### src/rtl/simmem_wr_outstanding_limiter.sv
// Write-address admission gate: tracks outstanding writes per AXI ID and in total.
// Optional stall statistics are enabled with the SIMMEM_LIMITER_STATS_EN macro.

package simmem_pkg;

   parameter int unsigned IDWidth = 3;
   parameter int unsigned WriteRespBankTotalCapacity = 16;

   typedef struct packed {
      logic [IDWidth-1:0] id;
      logic [31:0]        addr;
      logic [7:0]         burst_len;
   } waddr_req_t;

endpackage

module simmem_wr_outstanding_limiter #(
   parameter int unsigned IDWidth  = simmem_pkg::IDWidth,
   parameter int unsigned MaxPerId = 4,
   parameter int unsigned MaxTotal = simmem_pkg::WriteRespBankTotalCapacity
) (
   input  logic                             clk_i,
   input  logic                             rst_i,

   input  logic                             waddr_in_valid_i,
   output logic                             waddr_in_ready_o,
   input  simmem_pkg::waddr_req_t           waddr_data_i,

   output logic                             waddr_out_valid_o,
   input  logic                             waddr_out_ready_i,
   output simmem_pkg::waddr_req_t           waddr_data_o,

   input  logic                             wresp_valid_i,
   input  logic                             wresp_ready_i,
   input  logic [IDWidth-1:0]               wresp_id_i,

   output logic [$clog2(MaxTotal+1)-1:0]    total_outstanding_o,
   output logic                             underflow_err_o,
   output logic [31:0]                      stall_cycles_o
);

   localparam int unsigned NumIds = 2 ** IDWidth;
   localparam int unsigned CntW   = $clog2(MaxPerId + 1);
   localparam int unsigned TotW   = $clog2(MaxTotal + 1);

   logic [CntW-1:0]    cnt_q [NumIds];
   logic [TotW-1:0]    total_q;
   logic               err_q;

   logic [IDWidth-1:0] req_id;
   logic               admit;
   logic               acc;
   logic               rsp_hs;
   logic               rel;

   // Admission looks only at registered counts, so a response never frees a slot in its own cycle.
   always_comb begin
      req_id = waddr_data_i.id;
      admit  = (cnt_q[req_id] < CntW'(MaxPerId)) && (total_q < TotW'(MaxTotal));
      acc    = waddr_in_valid_i && waddr_out_ready_i && admit;
      rsp_hs = wresp_valid_i && wresp_ready_i;
      rel    = rsp_hs && (cnt_q[wresp_id_i] != '0);
   end

   assign waddr_out_valid_o   = waddr_in_valid_i && admit;
   assign waddr_in_ready_o    = waddr_out_ready_i && admit;
   assign waddr_data_o        = waddr_data_i;
   assign total_outstanding_o = total_q;
   assign underflow_err_o     = err_q;

   always_ff @(posedge clk_i or posedge rst_i) begin
      if (rst_i) begin
         for (int unsigned i = 0; i < NumIds; i++) begin
            cnt_q[i] <= '0;
         end
      end else begin
         for (int unsigned i = 0; i < NumIds; i++) begin
            if (acc && (req_id == IDWidth'(i)) && !(rel && (wresp_id_i == IDWidth'(i)))) begin
               cnt_q[i] <= cnt_q[i] + 1'b1;
            end else if (rel && (wresp_id_i == IDWidth'(i)) && !(acc && (req_id == IDWidth'(i)))) begin
               cnt_q[i] <= cnt_q[i] - 1'b1;
            end
         end
      end
   end

   always_ff @(posedge clk_i or posedge rst_i) begin
      if (rst_i) begin
         total_q <= '0;
         err_q   <= 1'b0;
      end else begin
         if (acc && !rel) begin
            total_q <= total_q + 1'b1;
         end else if (rel && !acc) begin
            total_q <= total_q - 1'b1;
         end
         if (rsp_hs && (cnt_q[wresp_id_i] == '0)) begin
            err_q <= 1'b1;
         end
      end
   end

`ifdef SIMMEM_LIMITER_STATS_EN
   logic [31:0] stall_q;

   always_ff @(posedge clk_i or posedge rst_i) begin
      if (rst_i) begin
         stall_q <= '0;
      end else if (waddr_in_valid_i && !admit && (stall_q != '1)) begin
         stall_q <= stall_q + 1'b1;
      end
   end

   assign stall_cycles_o = stall_q;
`else
   assign stall_cycles_o = '0;
`endif

endmodule

### config.mk
export PLATFORM = sky130hd
export DESIGN_NAME = simmem_wr_outstanding_limiter
export DESIGN_NICKNAME = d
export VERILOG_FILES = /design/src/rtl/simmem_wr_outstanding_limiter.sv
export SDC_FILE = /design/constraint.sdc
export NUM_CORES = 1
export LEC_CHECK = 0
export BUFFER_PORTS_ARGS = -buffer_cell sky130_fd_sc_hd__buf_2
export CORE_UTILIZATION = 49
export CTS_CLUSTER_SIZE = 12
export DETAILED_ROUTE_END_ITERATION = 7
export GPL_TIMING_DRIVEN = 0
export PLACE_DENSITY = 0.95
export SLEW_MARGIN = 20
export SYNTH_ARGS = -nofsm -noshare
export SYNTH_HDL_FRONTEND = slang
export SYNTH_SLANG_ARGS = --single-unit
### constraint.sdc
create_clock -name clk_i -period 4.15 [get_ports clk_i]
set_input_delay 0.83 -clock clk_i [delete_from_list [all_inputs] [get_ports clk_i]]
set_output_delay 0.83 -clock clk_i [all_outputs]
set_load 0.05 [all_outputs]
==> metrics.txt, run 1 <==
# TYPE chip_impl_metric gauge
chip_impl_info{name="status",value="completed"} 1
chip_impl_info{name="min-delay-path-class",value="flip-flop to flip-flop"} 1
chip_impl_metric{name="floorplan.die.width",unit="um"} 73.4
chip_impl_metric{name="timing.hold.ws",unit="ns"} 0.481
chip_impl_metric{name="total_wirelength",unit="um"} 4470
chip_impl_metric{name="arrival",unit="ns"} 3.52
chip_impl_metric{name="clk_transition_reported_paths",unit="ns"} 0.06
chip_impl_info{name="crit_path_cell_trace",value="buf_4 > or4b_2 > nand3_1 > nand2_1 > o2111ai_1 > ha_1 > inv_1 > fa_1 > a21o_1 > a21oi_1 > mux2i_1 > xnor2_1"} 1
chip_impl_metric{name="drive_above_1_share",unit="%"} 46.1
chip_impl_metric{name="rows",unit=""} 25
chip_impl_metric{name="power_per_cell_area",unit="mW/mm2"} 536
chip_impl_info{name="dominantRegCellSynth",value="sky130_fd_sc_hd__dfrtp_1"} 1
chip_impl_info{name="timing.critical_path.from_type",value="input pin"} 1
chip_impl_info{name="setup.worst_path.end_class",value="flip-flop"} 1
chip_impl_metric{name="final_antenna_net_count",unit=""} 0
chip_impl_metric{name="grt.overflow.total",unit=""} 0
chip_impl_metric{name="synthArstFlopShare",unit="%"} 100
chip_impl_metric{name="cts_max_level",unit=""} 2
chip_impl_metric{name="clkLatencyLatePin",unit="ns"} 0.28
chip_impl_metric{name="grt.total_usage",unit="%"} 17.3
chip_impl_metric{name="worst_ep_required_time",unit="ns"} 4.36
chip_impl_metric{name="postSynthAreaPerCell",unit="um2"} 10.1
chip_impl_metric{name="finalWorstPathRequiredPeriod",unit="ns"} 3.31
chip_impl_metric{name="leakage",unit="nW"} 1.60
chip_impl_metric{name="setup_viol_count_final",unit=""} 0
chip_impl_metric{name="initialDrtViolationCount",unit=""} 44
chip_impl_metric{name="total_number_of_vias",unit=""} 1852
chip_impl_metric{name="grt_antenna_before_repair",unit=""} 0
chip_impl_info{name="yosys.area.top_type",value="sky130_fd_sc_hd__dfrtp_1"} 1
chip_impl_metric{name="vias_per_cell",unit=""} 4.47
chip_impl_metric{name="placedCellCount",unit=""} 407
chip_impl_metric{name="clock.fmax",unit="MHz"} 302
chip_impl_info{name="synth_top_cells_by_area",value="sky130_fd_sc_hd__dfrtp_1 30%, sky130_fd_sc_hd__buf_4 23%, sky130_fd_sc_hd__fa_1 7.2%"} 1
chip_impl_metric{name="numPortBuffers",unit=""} 61
chip_impl_metric{name="cts.hold.buffers_added",unit=""} 0
chip_impl_metric{name="number_of_synthesized_flops_with_an_enable_pin",unit=""} 0
chip_impl_metric{name="pin_count_of_the_biggest_net_entering_global_routing",unit=""} 31
chip_impl_metric{name="biggest_cell_delay_along_the_critical_path",unit="ns"} 0.60
chip_impl_metric{name="final-hold-violation-count",unit=""} 0
chip_impl_metric{name="synthesis.yosys.warnings",unit=""} 0
chip_impl_metric{name="stdcell_count",unit=""} 414
chip_impl_metric{name="vdd.ir_drop.worst",unit="mV"} 0.381
chip_impl_metric{name="detailed_place_hpwl",unit="um"} 3690
chip_impl_metric{name="ys_ff_latch",unit=""} 30
chip_impl_info{name="cts_root_buffer",value="sky130_fd_sc_hd__clkbuf_8"} 1
chip_impl_metric{name="post-route-period-util",unit="%"} 79.8
chip_impl_metric{name="synth_to_layout_area_growth",unit="%"} 23.3
chip_impl_info{name="synth.cells.most_frequent",value="76 x sky130_fd_sc_hd__buf_4, 30 x sky130_fd_sc_hd__dfrtp_1, 18 x sky130_fd_sc_hd__nor2_1"} 1
chip_impl_metric{name="number_of_global_route_vias_before_repair",unit=""} 1717
chip_impl_metric{name="worst_case_clock_skew",unit="ns"} 0.00315
chip_impl_metric{name="nets",unit=""} 420
chip_impl_info{name="slowest_stage",value="sky130_fd_sc_hd__or4b_2"} 1
chip_impl_metric{name="postCtsResizedCells",unit=""} 0
chip_impl_info{name="crit_type",value="input pin to flip-flop"} 1
chip_impl_metric{name="numCtsBuffers",unit=""} 5
chip_impl_metric{name="share_of_synthesized_area_occupied_by_flip_flops_and_latches",unit="%"} 30.1
chip_impl_metric{name="core_area",unit="mm2"} 0.00482
chip_impl_metric{name="die_y",unit="um"} 73.4
chip_impl_info{name="rsz_0062_raised_after_global_routing",value="no"} 1
chip_impl_metric{name="fin_tns_setup",unit="ns"} 0
chip_impl_metric{name="dieArea",unit="mm2"} 0.00538
chip_impl_metric{name="maxSlewViolCount",unit=""} 0
chip_impl_metric{name="cts.repair_timing.setup_buffer_count",unit=""} 0
chip_impl_metric{name="crit_path_max_fanout",unit=""} 10
chip_impl_metric{name="post_drt_wl_per_cell",unit="um"} 10.8
chip_impl_metric{name="cts_max_path_buffers",unit=""} 2
chip_impl_metric{name="total_drc_errors_in_the_routed_layout",unit=""} 0
chip_impl_metric{name="tightestPinTransition",unit="ns"} 0.635
chip_impl_metric{name="syn_area",unit="mm2"} 0.00249
chip_impl_metric{name="netlist_instances",unit=""} 248
chip_impl_info{name="tritoncts_clock_tree",value="built"} 1
chip_impl_metric{name="place_congestion",unit=""} 0.840
chip_impl_metric{name="num_antenna_cells",unit=""} 0
chip_impl_metric{name="grt_first_pass_wirelength",unit="um"} 7000
chip_impl_metric{name="synth_top_area_share",unit="%"} 30.1
chip_impl_metric{name="initial_utilization",unit="%"} 51.8
chip_impl_metric{name="drt_pre_antenna_iters",unit=""} 4
chip_impl_info{name="critPathTopFamily",value="simple AND/OR/NAND/NOR gates"} 1
chip_impl_metric{name="critPathBufInv",unit=""} 2
chip_impl_metric{name="library_cells_used_by_synthesis",unit=""} 38
chip_impl_metric{name="maxCapViolations",unit=""} 0
chip_impl_metric{name="max-slew-margin-rel",unit="%"} 57.6
chip_impl_info{name="yosys.cell_count.top_type",value="sky130_fd_sc_hd__buf_4"} 1
chip_impl_metric{name="design.portCount",unit=""} 135
chip_impl_metric{name="clock_sinks",unit=""} 30
[power breakdown]
group	switching (mW)	internal, mW	total, mW
combinational	0.492	0.351	0.844
sequential	0.152	0.435	0.587
clock	0.102	0.115	0.217
total	0.747	0.901	1.65
[cells in the final DEF (no fill, tap or decap), drive strengths merged, types with 2 or more instances in the layout]
master	n
nand2	11
o21ai	2
a21oi	3
buf	137
nor2b	2
nand3	5
mux4	2
xnor2	11
xor2	17
nor2	18
nor3b	2
fa	9
or3	5
dfrtp	30
inv	11
mux2	10
clkbuf	8
a21o	2
conb	32
nor3	2
ha	12
[worst min-delay path, stage by stage, from the launching register on]
cell and delay, ns:
sky130_fd_sc_hd__dfrtp_1 0.34, sky130_fd_sc_hd__inv_1 0.05, sky130_fd_sc_hd__o311ai_2 0.05
[final cells by class]
cell class              count  area, um2
well taps                  67       83.8
fillers                   418       1740
inverters                  11       41.3
flip-flops and latches     30        751
repair buffers             61        305
multi-input cells         161       1240
clock buffers               7       76.3
plain buffers              77        574
[flip-flops by register name, summed over array words and instances, names as in the netlist]
name and count:
total_outstanding_o 5, cnt_q 24, underflow_err_o 1
[kinds of logic after synthesis]
logic type / after synthesis / share of synthesized area, %
buffers and inverters: 88 / 24.7
AND/OR/NAND/NOR: 54 / 11.2
flip-flops: 30 / 30.1
XOR/XNOR: 28 / 9.83
adder cells (fa/ha/maj): 21 / 13.2
AO/OA/AOI/OAI: 13 / 4.11
multiplexers: 13 / 6.72
other: 1 / 0.150
[per-stage QoR]
step / utilization, % / power, mW / setup WS, ns / area [um2]
6_report: 63.9 / 1.65 / 0.840 / 3080
5_1_grt: 63.9 / 1.79 / 0.653 / 3080
3_3_place_gp: 62.3 / 1.38 / 0.590 / 3000
3_5_place_dp: 62.3 / 1.44 / 0.546 / 3000
4_1_cts: 63.9 / 1.66 / 0.846 / 3080
2_1_floorplan: - / 1.26 / 0.542 / 2610
[final timing paths]
path                                       from                endpoint  slack [ns]  depth (start not counted)
min in group asynchronous                 rst_i                cnt_q[3]        0.63                          2
worst min-delay path            underflow_err_o         underflow_err_o        0.48                          2
worst max-delay path              wresp_id_i[1]  total_outstanding_o[4]        0.84                         12
max in group asynchronous                 rst_i               cnt_q[22]        3.11                          2
worst min register to register  underflow_err_o         underflow_err_o        0.48                          2
worst max register to register        cnt_q[12]  total_outstanding_o[4]        1.04                         11
[per-layer routing]
layer	vias to the layer above	global-route usage, %	part of all wire, %
li1	903	-	-
met2	87	30.8	50
met3	4	5.08	7.9
met4	0	6.62	0.98
met1	858	19.5	41
met5	-	0	0
Note: power is estimated with default switching activity, not from simulation.
==> run 2, diff against run 1 <==
--- a/config.mk
+++ b/config.mk
@@ -6,11 +6,11 @@
 export NUM_CORES = 1
 export LEC_CHECK = 0
 export BUFFER_PORTS_ARGS = -buffer_cell sky130_fd_sc_hd__buf_2
-export CORE_UTILIZATION = 49
+export CORE_UTILIZATION = 46
 export CTS_CLUSTER_SIZE = 12
 export DETAILED_ROUTE_END_ITERATION = 7
 export GPL_TIMING_DRIVEN = 0
-export PLACE_DENSITY = 0.95
+export PLACE_DENSITY = 0.93
 export SLEW_MARGIN = 20
 export SYNTH_ARGS = -nofsm -noshare
 export SYNTH_HDL_FRONTEND = slang
==> constraint.sdc (replaced) <==
create_clock -name clk_i -period 3.3 [get_ports clk_i]
set_input_delay 0.66 -clock clk_i [delete_from_list [all_inputs] [get_ports clk_i]]
set_output_delay 0.66 -clock clk_i [all_outputs]
set_load 0.05 [all_outputs]
==> run 2 against run 1 <==
  * Clock power up 40%
  * Setup slack worse by 0.66 ns
  * Non-clock buffer count is the same
  * Die area up 6.3%
  * Sequential share of layout area decreased by 0.15 points
  * Critical path type unchanged
  * Largest power group unchanged
==> metrics.txt, run 2 (same netlist as run 1, synthesis figures left out) <==
# TYPE chip_impl_metric gauge
chip_impl_metric{name="grt_first_pass_wirelength",unit="um"} 6640
chip_impl_metric{name="setup_viol_count_final",unit=""} 0
chip_impl_metric{name="placedCellCount",unit=""} 410
chip_impl_metric{name="swShare",unit="%"} 44.9
chip_impl_metric{name="maxCapViolations",unit=""} 0
chip_impl_metric{name="numPortBuffers",unit=""} 61
chip_impl_metric{name="power_per_cell_area",unit="mW/mm2"} 677
chip_impl_metric{name="maxSlewViolCount",unit=""} 0
chip_impl_info{name="rsz_0062_raised_after_global_routing",value="no"} 1
chip_impl_metric{name="rows",unit=""} 26
chip_impl_metric{name="post_drt_wl_per_cell",unit="um"} 10.2
chip_impl_metric{name="vias_per_cell",unit=""} 4.43
chip_impl_metric{name="post-route-period-util",unit="%"} 94.6
chip_impl_metric{name="total_wirelength",unit="um"} 4260
chip_impl_metric{name="cts.hold.buffers_added",unit=""} 0
chip_impl_info{name="status",value="completed"} 1
chip_impl_metric{name="largest_reg_flops",unit=""} 24
chip_impl_metric{name="max-slew-margin-rel",unit="%"} 59.3
chip_impl_metric{name="multi_input_comb_area",unit="mm2"} 0.00124
chip_impl_metric{name="worst_ep_required_time",unit="ns"} 3.51
chip_impl_metric{name="die_y",unit="um"} 75.6
chip_impl_metric{name="cts_max_path_buffers",unit=""} 2
chip_impl_metric{name="numCtsBuffers",unit=""} 5
chip_impl_info{name="setup.worst_path.end_class",value="flip-flop"} 1
chip_impl_metric{name="synth_to_layout_area_growth",unit="%"} 24.1
chip_impl_metric{name="design.portCount",unit=""} 135
chip_impl_metric{name="initialDrtViolationCount",unit=""} 60
chip_impl_info{name="commonest_non_fill_non_tap_cells_in_the_layout",value="76 x sky130_fd_sc_hd__buf_4, 61 x sky130_fd_sc_hd__buf_2, 32 x sky130_fd_sc_hd__conb_1"} 1
chip_impl_metric{name="num_antenna_cells",unit=""} 0
chip_impl_metric{name="core_area",unit="mm2"} 0.00517
chip_impl_metric{name="grt.overflow.total",unit=""} 0
chip_impl_metric{name="drt_pre_antenna_iters",unit=""} 4
chip_impl_metric{name="grt.total_usage",unit="%"} 15.8
chip_impl_metric{name="clockPowerShare",unit="%"} 14.5
chip_impl_metric{name="clkLatencyLatePin",unit="ns"} 0.29
chip_impl_metric{name="cellInternalPower",unit="mW"} 1.15
chip_impl_metric{name="crit_path_max_fanout",unit=""} 10
chip_impl_metric{name="number_of_global_route_vias_before_repair",unit=""} 1615
chip_impl_metric{name="tightestPinTransition",unit="ns"} 0.609
chip_impl_metric{name="total_drc_errors_in_the_routed_layout",unit=""} 0
chip_impl_metric{name="postCtsResizedCells",unit=""} 0
chip_impl_metric{name="comb_power_share",unit="%"} 50.2
chip_impl_metric{name="floorplan.die.width",unit="um"} 75.6
chip_impl_metric{name="place_congestion",unit=""} 0.803
chip_impl_info{name="leading_cell_type_in_the_layout_fill_and_taps_excluded",value="sky130_fd_sc_hd__buf_4"} 1
chip_impl_metric{name="leakage",unit="nW"} 1.61
chip_impl_metric{name="worst_case_clock_skew",unit="ns"} 0.00354
chip_impl_metric{name="cts.repair_timing.setup_buffer_count",unit=""} 0
chip_impl_metric{name="initial_utilization",unit="%"} 48.2
chip_impl_metric{name="arrival",unit="ns"} 3.33
chip_impl_metric{name="vdd.ir_drop.worst",unit="mV"} 0.484
chip_impl_metric{name="dieArea",unit="mm2"} 0.00572
chip_impl_metric{name="place_worst_setup_slack",unit="ns"} -0.105
chip_impl_info{name="tritoncts_clock_tree",value="built"} 1
chip_impl_metric{name="stdcell_count",unit=""} 418
chip_impl_metric{name="nets",unit=""} 420
chip_impl_metric{name="clock.fmax",unit="MHz"} 320
chip_impl_metric{name="detailed_place_hpwl",unit="um"} 3510
chip_impl_info{name="timing.critical_path.from_type",value="input pin"} 1
chip_impl_metric{name="clock_sinks",unit=""} 30
chip_impl_metric{name="grt_antenna_before_repair",unit=""} 0
chip_impl_metric{name="seqCellArea",unit="um2"} 751
chip_impl_info{name="cts_root_buffer",value="sky130_fd_sc_hd__clkbuf_8"} 1
chip_impl_metric{name="pin_count_of_the_biggest_net_entering_global_routing",unit=""} 31
chip_impl_metric{name="finalWorstPathRequiredPeriod",unit="ns"} 3.12
chip_impl_metric{name="clk_transition_reported_paths",unit="ns"} 0.06
chip_impl_metric{name="timing.final.ws_setup",unit="ns"} 0.179
chip_impl_metric{name="final_antenna_net_count",unit=""} 0
chip_impl_metric{name="reg_power_share",unit="%"} 35.3
chip_impl_metric{name="switchingPower",unit="mW"} 0.940
chip_impl_metric{name="total_number_of_vias",unit=""} 1851
chip_impl_metric{name="cts_max_level",unit=""} 2
chip_impl_info{name="register_containing_the_most_flip_flops_in_the_final_layout",value="cnt_q"} 1
chip_impl_metric{name="drive_above_1_share",unit="%"} 46.6
chip_impl_info{name="min-delay-path-class",value="input pin to asynchronous set/reset pin"} 1
chip_impl_info{name="crit_type",value="input pin to flip-flop"} 1
chip_impl_info{name="crit_start",value="wresp_id_i[1]"} 1
chip_impl_metric{name="fill_cells",unit=""} 433
chip_impl_metric{name="final-hold-violation-count",unit=""} 0
chip_impl_info{name="reg2reg_launch_point",value="cnt_q[12]"} 1
-- run 2: cell types whose count changed in the layout (fill, tap and decap cells not counted), sizes merged --
| cell | before | now |
|---|---|---|
| clkinv | 0 | 1 |
-- run 2: area by class of cell --
cell class | count | area share [%]
Clock buffer | 7 | 2.79
Sequential cell | 30 | 24.3
Inverter | 11 | 1.33
Tap cell | 70 | 2.83
Multi-Input combinational cell | 161 | 40.2
Timing Repair Buffer | 61 | 9.86
Buffer | 77 | 18.6
Clock inverter | 1 | 0.162
-- run 2: worst max-delay path, cell delays in order --
cell                        delay, ns
sky130_fd_sc_hd__buf_4           0.14
sky130_fd_sc_hd__or4b_2          0.60
sky130_fd_sc_hd__nand3_1         0.17
sky130_fd_sc_hd__nand2_1         0.11
sky130_fd_sc_hd__o2111ai_1       0.19
sky130_fd_sc_hd__ha_1            0.19
sky130_fd_sc_hd__inv_1           0.11
sky130_fd_sc_hd__fa_1            0.42
sky130_fd_sc_hd__a21o_1          0.20
sky130_fd_sc_hd__a21oi_1         0.17
sky130_fd_sc_hd__mux2i_1         0.23
sky130_fd_sc_hd__xnor2_1         0.13
-- run 2: per-stage QoR --
| stage | setup TNS [ns] | utilization (%) | instance area, um2 | hold WS (ns) | power [mW] |
|---|---|---|---|---|---|
| after global routing | 0 | 59.8 | 3100 | 0.508 | 2.26 |
| after CTS | 0 | 59.8 | 3100 | 0.475 | 2.12 |
| after detailed placement | -0.105 | 58.1 | 3000 | 0.467 | 1.80 |
| final | 0 | 59.8 | 3100 | 0.440 | 2.09 |
| after floorplan | 0 | - | 2610 | 0.450 | 1.59 |
| after global placement | -0.0814 | 58.1 | 3000 | 0.462 | 1.74 |
-- run 2: power by group through the flow --
stage / Combinational, mW / Sequential [mW] / Clock [mW]
2_1_floorplan: 0.776 / 0.813 / 0
3_3_place_gp: 1.01 / 0.729 / 0
3_5_place_dp: 1.06 / 0.745 / 0
4_1_cts: 1.06 / 0.744 / 0.310
5_1_grt: 1.16 / 0.775 / 0.325
6_report: 1.05 / 0.740 / 0.303
-- run 2: worst paths after layout --
check	slack, ns	end	cells after the start
max	0.18	total_outstanding_o[4]	12
min	0.44	total_outstanding_o[2]	2
max reg2reg	0.19	total_outstanding_o[4]	11
min reg2reg	0.47	underflow_err_o	2
max in group asynchronous	2.46	cnt_q[19]	2
min in group clk_i	0.47	underflow_err_o	2
-- run 2: routing by layer --
metal  track usage (%)  vias to the layer above  routed length [um]  share of wire, %
li1                  -                      901                   -                 -
met1              18.3                      861                1750                41
met2              26.9                       81                2100                49
met3              5.03                        8                 354               8.3
met4              7.00                        0                  56               1.3
met5                 0                        -                   0                 0
==> run 3, diff against run 2 <==
--- a/config.mk
+++ b/config.mk
@@ -5,12 +5,13 @@
 export SDC_FILE = /design/constraint.sdc
 export NUM_CORES = 1
 export LEC_CHECK = 0
+export ABC_AREA = 1
 export BUFFER_PORTS_ARGS = -buffer_cell sky130_fd_sc_hd__buf_2
 export CORE_UTILIZATION = 46
 export CTS_CLUSTER_SIZE = 12
 export DETAILED_ROUTE_END_ITERATION = 7
 export GPL_TIMING_DRIVEN = 0
-export PLACE_DENSITY = 0.93
+export PLACE_DENSITY = 0.92
 export SLEW_MARGIN = 20
 export SYNTH_ARGS = -nofsm -noshare
 export SYNTH_HDL_FRONTEND = slang
==> run 3 against run 2 <==
  * Non-clock buffer count is the same
  * Fmax grew 21%
  * Critical endpoint unchanged
  * Synthesized cell count grew 28%
  * Worst hold slack gained 0.0020 ns
  * Critical path depth grew 6
  * Cell area grew 4.9%
  * Highest routed layer unchanged
==> metrics.txt, run 3 <==
# TYPE chip_impl_metric gauge
chip_impl_metric{name="grt.overflow.total",unit=""} 0
chip_impl_metric{name="worst_case_clock_skew",unit="ns"} 0.00717
chip_impl_metric{name="dieArea",unit="mm2"} 0.00605
chip_impl_metric{name="critPathBufInv",unit=""} 4
chip_impl_info{name="dominantRegCellSynth",value="sky130_fd_sc_hd__dfrtp_1"} 1
chip_impl_info{name="cts_root_buffer",value="sky130_fd_sc_hd__clkbuf_8"} 1
chip_impl_metric{name="maxCapViolations",unit=""} 0
chip_impl_metric{name="tightestPinTransition",unit="ns"} 0.625
chip_impl_metric{name="grt_antenna_before_repair",unit=""} 0
chip_impl_metric{name="arrival",unit="ns"} 2.80
chip_impl_metric{name="setup_viol_count_final",unit=""} 0
chip_impl_metric{name="vdd.ir_drop.worst",unit="mV"} 0.378
chip_impl_metric{name="leakage",unit="nW"} 1.75
chip_impl_metric{name="total_drc_errors_in_the_routed_layout",unit=""} 0
chip_impl_metric{name="clkLatencyLatePin",unit="ns"} 0.28
chip_impl_metric{name="fill_cells",unit=""} 496
chip_impl_metric{name="grt.total_usage",unit="%"} 16.2
chip_impl_info{name="crit_path_cell_trace",value="buf_2 > buf_6 > nand2_1 > nand2_1 > nand2_1 > nand2_1 > nand2_1 > nand4_4 > inv_1 > ha_1 > inv_1 > fa_1 > nand2_1 > nand2_1 > a21oi_1 > xor2_1 > nand2_1 > nand2_1"} 1
chip_impl_metric{name="total_wirelength",unit="um"} 4820
chip_impl_metric{name="postSynthAreaPerCell",unit="um2"} 8.34
chip_impl_metric{name="maxSlewViolCount",unit=""} 0
chip_impl_metric{name="fin_tns_setup",unit="ns"} 0
chip_impl_metric{name="ys_ff_latch",unit=""} 30
chip_impl_info{name="register_containing_the_most_flip_flops_in_the_final_layout",value="cnt_q"} 1
chip_impl_metric{name="synthesis.yosys.warnings",unit=""} 0
chip_impl_info{name="yosys.area.top_type",value="sky130_fd_sc_hd__dfrtp_1"} 1
chip_impl_metric{name="number_of_global_route_vias_before_repair",unit=""} 1861
chip_impl_info{name="synth_top_cells_by_area",value="sky130_fd_sc_hd__dfrtp_1 28%, sky130_fd_sc_hd__buf_4 21%, sky130_fd_sc_hd__fa_1 6.8%"} 1
chip_impl_metric{name="vias_per_cell",unit=""} 4.41
chip_impl_metric{name="floorplan.die.width",unit="um"} 77.8
chip_impl_metric{name="largest_reg_flops",unit=""} 24
chip_impl_metric{name="crit_path_max_fanout",unit=""} 10
chip_impl_info{name="min-delay-path-class",value="input pin to asynchronous set/reset pin"} 1
chip_impl_metric{name="worst_ep_required_time",unit="ns"} 3.53
chip_impl_metric{name="number_of_synthesized_flops_with_an_enable_pin",unit=""} 0
chip_impl_metric{name="post_drt_wl_per_cell",unit="um"} 9.85
chip_impl_metric{name="pin_count_of_the_biggest_net_entering_global_routing",unit=""} 31
chip_impl_info{name="rsz_0062_raised_after_global_routing",value="no"} 1
chip_impl_metric{name="core_area",unit="mm2"} 0.00551
chip_impl_info{name="yosys.cell_count.top_type",value="sky130_fd_sc_hd__buf_4"} 1
chip_impl_metric{name="nets",unit=""} 489
chip_impl_metric{name="grt_first_pass_wirelength",unit="um"} 7710
chip_impl_info{name="tritoncts_clock_tree",value="built"} 1
chip_impl_metric{name="library_cells_used_by_synthesis",unit=""} 26
chip_impl_metric{name="post-route-period-util",unit="%"} 78.0
chip_impl_metric{name="detailed_place_hpwl",unit="um"} 3950
chip_impl_metric{name="total_number_of_vias",unit=""} 2155
chip_impl_metric{name="numPortBuffers",unit=""} 61
chip_impl_info{name="status",value="completed"} 1
chip_impl_metric{name="clock_sinks",unit=""} 30
chip_impl_metric{name="synth_to_layout_area_growth",unit="%"} 22.8
chip_impl_info{name="cp_common_cell",value="sky130_fd_sc_hd__nand2_1"} 1
chip_impl_metric{name="drive_above_1_share",unit="%"} 39.1
chip_impl_metric{name="rows",unit=""} 27
chip_impl_metric{name="final_antenna_net_count",unit=""} 0
chip_impl_metric{name="power_per_cell_area",unit="mW/mm2"} 649
chip_impl_metric{name="initialDrtViolationCount",unit=""} 65
chip_impl_info{name="synth.cells.most_frequent",value="75 x sky130_fd_sc_hd__buf_4, 44 x sky130_fd_sc_hd__nand2_1, 32 x sky130_fd_sc_hd__nor2_1"} 1
chip_impl_metric{name="place_worst_setup_slack",unit="ns"} 0.461
chip_impl_metric{name="cts_max_level",unit=""} 2
chip_impl_metric{name="cts.hold.buffers_added",unit=""} 0
chip_impl_metric{name="clock.fmax",unit="MHz"} 388
chip_impl_metric{name="clk_transition_reported_paths",unit="ns"} 0.06
chip_impl_metric{name="die_y",unit="um"} 77.8
chip_impl_metric{name="biggest_cell_delay_along_the_critical_path",unit="ns"} 0.40
chip_impl_metric{name="numCtsBuffers",unit=""} 5
chip_impl_metric{name="synthArstFlopShare",unit="%"} 100
chip_impl_metric{name="postCtsResizedCells",unit=""} 0
chip_impl_info{name="crit_type",value="input pin to flip-flop"} 1
chip_impl_metric{name="place_congestion",unit=""} 0.843
chip_impl_metric{name="num_antenna_cells",unit=""} 0
chip_impl_info{name="slowest_stage",value="sky130_fd_sc_hd__fa_1"} 1
chip_impl_info{name="reg2reg_launch_point",value="cnt_q[3]"} 1
chip_impl_metric{name="design.portCount",unit=""} 135
chip_impl_metric{name="synth_top_area_share",unit="%"} 28.4
chip_impl_info{name="commonest_non_fill_non_tap_cells_in_the_layout",value="75 x sky130_fd_sc_hd__buf_4, 62 x sky130_fd_sc_hd__buf_2, 44 x sky130_fd_sc_hd__nand2_1"} 1
chip_impl_metric{name="netlist_instances",unit=""} 317
chip_impl_metric{name="cts_max_path_buffers",unit=""} 2
chip_impl_metric{name="cts.repair_timing.setup_buffer_count",unit=""} 0
chip_impl_metric{name="finalWorstPathRequiredPeriod",unit="ns"} 2.58
chip_impl_metric{name="initial_utilization",unit="%"} 48.0
chip_impl_metric{name="share_of_synthesized_area_occupied_by_flip_flops_and_latches",unit="%"} 28.4
chip_impl_info{name="crit_start",value="waddr_data_i[40]"} 1
chip_impl_info{name="critPathTopFamily",value="simple AND/OR/NAND/NOR gates"} 1
chip_impl_info{name="timing.critical_path.from_type",value="input pin"} 1
chip_impl_metric{name="max-slew-margin-rel",unit="%"} 58.3
chip_impl_metric{name="drt_pre_antenna_iters",unit=""} 4
chip_impl_metric{name="syn_area",unit="mm2"} 0.00264
chip_impl_metric{name="post-route-util",unit="%"} 58.9
chip_impl_info{name="leading_cell_type_in_the_layout_fill_and_taps_excluded",value="sky130_fd_sc_hd__buf_4"} 1
chip_impl_info{name="setup.worst_path.end_class",value="flip-flop"} 1
chip_impl_metric{name="timing.final.ws_setup",unit="ns"} 0.724
chip_impl_metric{name="final-hold-violation-count",unit=""} 0
==> run 3: cell types whose count changed in the layout (fill, tap and decap cells not counted), sizes merged, moves of 9 or more <==
cell / previous run / this run
nand4: 0 / 9
nand3: 5 / 14
nor2: 18 / 33
nand2: 11 / 48
o21ai: 2 / 11
inv: 11 / 32
==> run 3: routing by layer <==
layer / vias up / global-route usage, % / share of wire (%)
li1: 1084 / - / -
met1: 979 / 18.4 / 39
met2: 83 / 28.4 / 51
met3: 9 / 4.12 / 7.7
met4: 0 / 7.17 / 1.7
met5: - / 0 / 0
==> run 3: final timing paths <==
check / to / slack [ns] / cells after the start
setup / recovery: total_outstanding_o[4] / 0.72 / 18
hold / removal: total_outstanding_o[2] / 0.44 / 2
setup reg to reg: total_outstanding_o[4] / 0.86 / 14
hold reg to reg: underflow_err_o / 0.48 / 2
max in group asynchronous: cnt_q[11] / 2.44 / 2
min in group clk_i: underflow_err_o / 0.48 / 2
==> run 3: cells by family (layout without fill, tap and decap cells) <==
family	Yosys count	in the layout	synth area share (%)
other cells	1	32	0.142
fa+ha+maj	21	21	12.5
mux	8	8	3.41
flops	30	30	28.4
buf+inv	110	179	26.6
compound gates	22	22	4.31
simple gates	105	105	18.0
xor+xnor	20	20	6.63
==> run 3: per-stage QoR <==
| step | std cells | area, um2 | total power, mW | hold slack, ns |
|---|---|---|---|---|
| 3_3_place_gp | 481 | 3150 | 1.74 | 0.450 |
| 2_1_floorplan | 348 | 2760 | 1.58 | 0.468 |
| 3_5_place_dp | 481 | 3150 | 1.81 | 0.468 |
| 6_report | 489 | 3250 | 2.11 | 0.443 |
| 5_1_grt | 489 | 3250 | 2.27 | 0.510 |
| 4_1_cts | 489 | 3250 | 2.12 | 0.475 |
==> run 3: layout make-up <==
class	instances	area, um2	share of cell area [%]
clock inverters	1	5.00	0.154
plain buffers	77	579	17.8
well taps	72	90.1	2.78
flip-flops and latches	30	751	23.1
repair buffers	61	305	9.41
clock buffers	7	86.3	2.66
multi-input cells	208	1310	40.2
inverters	33	124	3.82
==> run 3: power breakdown <==
group | internal [mW] | switching [mW] | total [mW]
logic | 0.402 | 0.679 | 1.08
clock network | 0.168 | 0.133 | 0.301
registers | 0.545 | 0.179 | 0.724
